### src/rtl/gray_counter_param.sv
// gray_counter_param: parametrised, registered Gray-code counter.
//
// Ports:
//   clk        rising-edge clock
//   rst_n      asynchronous active-low reset
//   en         count enable, one step per clock while high
//   up         direction (1 = increment, 0 = decrement), used only when en=1
//   load       parallel load strobe          (only with GRAY_CNT_LOAD_EN)
//   load_gray  Gray-coded value to load      (only with GRAY_CNT_LOAD_EN)
//   gray_count registered Gray count
//   bin_count  registered binary equivalent of gray_count
//   tc         registered terminal-count pulse (boundary step on previous edge)
//
// Parameters: WIDTH (>=2), SATURATE (0 wrap / 1 hold at the ends),
//             RST_VAL (binary reset value).
// Optional feature macro: GRAY_CNT_LOAD_EN adds the parallel load path.
//
// bin_count is the true state. Both outputs are loaded from the same
// combinational next value, so they always correspond and neither is
// decoded from the other after the flops.
module gray_counter_param #(
  parameter int WIDTH    = 4,
  parameter bit SATURATE = 1'b0,
  parameter int RST_VAL  = 0
) (
  input  logic             clk,
  input  logic             rst_n,
  input  logic             en,
  input  logic             up,
`ifdef GRAY_CNT_LOAD_EN
  input  logic             load,
  input  logic [WIDTH-1:0] load_gray,
`endif
  output logic [WIDTH-1:0] gray_count,
  output logic [WIDTH-1:0] bin_count,
  output logic             tc
);

  localparam logic [WIDTH-1:0] RST_BIN  = WIDTH'(RST_VAL);
  localparam logic [WIDTH-1:0] RST_GRAY = RST_BIN ^ (RST_BIN >> 1);

  logic [WIDTH-1:0] bin_nxt;
  logic             tc_nxt;
  logic             boundary;

`ifdef GRAY_CNT_LOAD_EN
  // Gray-to-binary: each binary bit is the XOR of all Gray bits at or above it.
  logic [WIDTH-1:0] load_bin;
  for (genvar i = 0; i < WIDTH; i++) begin : g_g2b
    assign load_bin[i] = ^load_gray[WIDTH-1:i];
  end
`endif

  // A step that would cross an end of the range in the current direction.
  assign boundary = up ? (bin_count == '1) : (bin_count == '0);

  always_comb begin
    bin_nxt = bin_count;
    tc_nxt  = 1'b0;
`ifdef GRAY_CNT_LOAD_EN
    if (load) begin
      bin_nxt = load_bin;
    end else
`endif
    if (en) begin
      tc_nxt = boundary;
      // Saturating mode parks at the end; wrap mode lets the modulo
      // arithmetic carry it around, which is a single Gray bit flip.
      if (!(SATURATE && boundary)) begin
        bin_nxt = up ? bin_count + 1'b1 : bin_count - 1'b1;
      end
    end
  end

  always_ff @(posedge clk or negedge rst_n) begin
    if (!rst_n) begin
      bin_count  <= RST_BIN;
      gray_count <= RST_GRAY;
      tc         <= 1'b0;
    end else begin
      bin_count  <= bin_nxt;
      gray_count <= bin_nxt ^ (bin_nxt >> 1);
      tc         <= tc_nxt;
    end
  end

endmodule

### config.mk
export PLATFORM = sky130hd
export DESIGN_NAME = gray_counter_param
export DESIGN_NICKNAME = d
export VERILOG_FILES = /design/src/rtl/gray_counter_param.sv
export SDC_FILE = /design/constraint.sdc
export NUM_CORES = 1
export LEC_CHECK = 0
export BUFFER_PORTS_ARGS = -buffer_cell sky130_fd_sc_hd__buf_2
export CORE_AREA = 3 3 40 42
export CTS_BUF_LIST = sky130_fd_sc_hd__clkbuf_16
export DETAILED_ROUTE_END_ITERATION = 10
export DIE_AREA = 0 0 43 45
export GPL_ROUTABILITY_DRIVEN = 0
export PLACE_DENSITY = 0.5
export SLEW_MARGIN = 20
export SYNTH_ARGS = -nofsm -noshare
export SYNTH_HDL_FRONTEND = slang
export SYNTH_SLANG_ARGS = --single-unit
### constraint.sdc
create_clock -name clk -period 3.9 [get_ports clk]
set_clock_uncertainty 0.05 [all_clocks]
set_input_delay 0.195 -clock clk [delete_from_list [all_inputs] [get_ports clk]]
set_output_delay 0.195 -clock clk [all_outputs]
set_load 0.02 [all_outputs]
# After elaboration in Yosys (flattened, before gate mapping)
# Index checks and enable logic that the tools add are counted.
[op_classes]
add_sub_neg = 2
n_reduce_logical = 1
bitwise_logic = 1
n_mux = 4
eq_ne = 1
[op_table]
columns = ["op", "count"]
rows = [
  ["$mux 4", 2],
  ["$add 4x1->4 const B", 1],
  ["$eq 4x4->1 const B", 1],
  ["$logic_not 4->1", 1],
  ["$sub 4x1->4 const B", 1],
  ["$xor 4x3->4", 1],
  ["$mux 1", 2],
]
[totals]
output_inout_bits = 9
word_cells = 12
inputBits = 4
register_bits = 9

# Logic depth before layout (Yosys ltp)
[logic_depth]
depth_word = 4
mapped_depth = 6
depth_no_buf = 6

# Least setup slack after synthesis
# OpenSTA, ideal clock, no wires.
[synth_path]
path_type = "reg2reg"
start = "register bin_count[0]"
end = "register gray_count[2]"
arrival_ns = 1.646
n_path_buf = 0
setup_ns = 0.080
period_less_slack_ns = 1.776
t_required_ns = 3.770
path_slack_ns = 2.124
stages_incl_launch_ff = 7
cell_sequence = "dfrtp_1 -> inv_1 -> fa_1 -> xnor2_1 -> mux2i_2 -> xnor2_1 -> xnor2_1"
[synth_between]
elab_chain_cells = 4
word_cells_on_any_way = 5
classes_between = "add/sub (2); mux (2); bitwise (1)"
[synth_rtl]
columns = ["element", "line", "rtl"]
rows = [
  ["from (decl)", "35", "output logic [WIDTH-1:0] bin_count,"],
  ["from (signal assigned)", "81", "bin_count <= bin_nxt;"],
  ["$sub 4x1->4 / $add 4x1->4 (equally long branches)", "70", "bin_nxt = up ? bin_count + 1'b1 : bin_count - 1'b1;"],
  ["$mux 4 *", "70", ""],
  ["$mux 4 *", "65", "if (en) begin"],
  ["$xor 4x3->4 *", "82", "gray_count <= bin_nxt ^ (bin_nxt >> 1);"],
  ["to (signal assigned)", "82", ""],
  ["to (decl)", "34", "output logic [WIDTH-1:0] gray_count,"],
]
# Every way passes the cells marked *; elsewhere a longest branch is shown, timed or not.

# Final worst setup path
# Ends and elaborated chain as after synthesis.

==> results.sh <==
export IMPL_finalCriticalPeriod_ps=1760
export IMPL_reg2reg_from="bin_count[0]"
export IMPL_cp_cell_sequence="inv_1 > fa_1 > xnor2_1 > mux2i_2 > xnor2_1 > xnor2_1"
export IMPL_min_path_type="in -> reg"
export IMPL_hold_buffers=1
export IMPL_finalSetupViolations=0
export IMPL_critical_path_most_common_cell="xnor2_1"
export IMPL_hold_ws_ps=237
export IMPL_synthCells=35
export IMPL_vias_per_cell=4.35
export IMPL_synth_top_flop_cell="dfrtp_1"
export IMPL_dpl_cell_count=61
export IMPL_drc=0
export IMPL_critPathTopFamily="XOR/XNOR gates"
export IMPL_hold_viol=0
export IMPL_core_um2=1280
export IMPL_grt_pass1_vias=284
export IMPL_setup_ws_ps=2140
export IMPL_maxSlewViolCount=0
export IMPL_ff2ff_path_depth=6
export IMPL_path_clk_slew_ps=30
export IMPL_worst_pin_slew_ps=307
export IMPL_layout_common_cells="buf_2, dfrtp_1, xnor2_1, inv_1, clkbuf_16"
export IMPL_wl_um=672
export IMPL_start_kind="flip-flop"
export IMPL_row_count=13
export IMPL_cp_num_buf_inv=1
export IMPL_outcome="finished, final reports clean"
export IMPL_critical_path_max_stage_delay_ps=420
export IMPL_antenna_found_initial=0
export IMPL_crit_required_ps=4000
export IMPL_synth_seq_area_share_pct=48.8
export IMPL_leakagePower_nw=0.275
export IMPL_report_power_total_mw=0.603
export IMPL_grt_pass1_wl_um=1150
export IMPL_drt_antenna_violating_nets=0
export IMPL_yosysUniqueCellTypes=19
export IMPL_num_vias=283
export IMPL_relSlewSlack_pct=78.9
export IMPL_final_layout_size_suffix_gt1_share_pct=36.0
export IMPL_r2r_end="gray_count[2]"
export IMPL_final_util_pct=44.1
export IMPL_arrival_ps=1860
export IMPL_cts_root_buf="clkbuf_16"
export IMPL_port_buffers=12
export IMPL_synth_seq_cells=8
export IMPL_layout_nets=59
export IMPL_cp_max_fo=6
export IMPL_ioPinCount=13
export IMPL_final_setup_tns_ps=0
export IMPL_syn_avg_cell_area_um2=11.7
export IMPL_crit_start="bin_count[0]"
export IMPL_drt_pass1_iter_count=1
export IMPL_n_antenna_cell=0
export IMPL_initial_utilization_pct=31.9
export IMPL_hpwl_um=565
export IMPL_crit_type="reg -> reg"
export IMPL_critPathSlowestCell="dfrtp_1"
export IMPL_clk_insertion_delay_late_ps=230
export IMPL_grt_max_degree=9
export IMPL_cap_violations=0
export IMPL_numCtsBuffers=3
export IMPL_syn_to_final_growth_pct=38.1
export IMPL_final_area_um2=567
export IMPL_async_flop_share_pct=100
export IMPL_postCtsSetupBuffers=0
export IMPL_ir_drop_uv=302
export IMPL_yosysWarningCount=0
export IMPL_htreeDepth=1
export IMPL_globalRouteOverflowTotal=0
export IMPL_placed_cell_area_um2=482
export IMPL_syn_area_um2=410
export IMPL_worstSetupEndpoint="gray_count[2]"
export IMPL_final_cells=65
export IMPL_cts_tree="yes"
export IMPL_die_x_um=43
export IMPL_p_per_area_nw_per_um2=1060
export IMPL_dp_slack_ps=2120
export IMPL_rsz0062_at_grt="false"
export IMPL_cts_sinks=8
export IMPL_timing_final_crit_share_pct=45.2
export IMPL_syn_num_nets=42
export IMPL_min_from="en"
export IMPL_grt_util_all_layers_pct=8.59
export IMPL_reg2reg_slack_ps=2140
export IMPL_ctsLongestPathBuffers=2
export IMPL_die_area_um2=1940
export IMPL_fp_dieH_um=45
export IMPL_cts_repair_resized=0
export IMPL_max_freq_mhz=567
export IMPL_crit_cells=6
export IMPL_drtIter0Drc=0
export IMPL_drt_wirelength_per_cell_um=10.3
export IMPL_layout_commonest_cell="buf_2"
export IMPL_synth_edf_count=0
export IMPL_crit_path_end_kind="flip-flop"
==> logic make-up after synthesis <==
logic type                 share of synthesized area (%)
AOI/OAI and AO/OA                                   5.79
and+or+nand+nor                                     8.23
muxes                                               5.79
DFF                                                 48.8
adders and majority gates                           11.0
xor gates and xnor gates                            14.9
buffers and inverters                               5.49
==> state kept, by name (all words and copies together) (netlist names) <==
signal      cells
gray_count      3
tc              1
bin_count       4
==> Yosys cell counts (2+ instances only) <==
library cell	instances	area (um^2)
a21oi_1	2	10.0
dfrtp_1	8	200
ha_1	2	25.0
inv_1	3	11.3
xnor2_1	5	43.8
xor2_1	2	17.5
==> how the worst min path moves through the flow <==
stage / end / cells after the start
floorplan: bin_count[0] / 0
global placement: gray_count[0] / 1
finish: bin_count[0] / 2
detailed placement: gray_count[2] / 1
CTS: bin_count[0] / 2
global route: bin_count[0] / 2
==> power by group <==
group | switching (mW) | leakage [nW] | total [mW] | internal, mW
sequential | 0.0365 | 0.0955 | 0.163 | 0.127
combinational | 0.156 | 0.143 | 0.273 | 0.117
clock | 0.0357 | 0.0370 | 0.167 | 0.132
==> layout make-up <==
class	instances	area [um^2]
Sequential cell	8	200
Fill cell	131	718
Clock buffer	3	75.1
Multi-Input combinational cell	22	188
Timing Repair Buffer	13	70.1
Inverter	4	15.0
Tap cell	15	18.8
==> metal layers <==
metal / share of wire [%] / global-route usage [%] / wire length, um / up-vias
met2: 42 / 11.4 / 284 / 13
li1: - / - / - / 149
met4: 2.8 / 7.23 / 19 / 0
met5: 0 / 0 / 0 / -
met1: 43 / 9.73 / 289 / 119
met3: 12 / 5.18 / 79 / 2
Note: power is estimated with default switching activity, not from simulation.
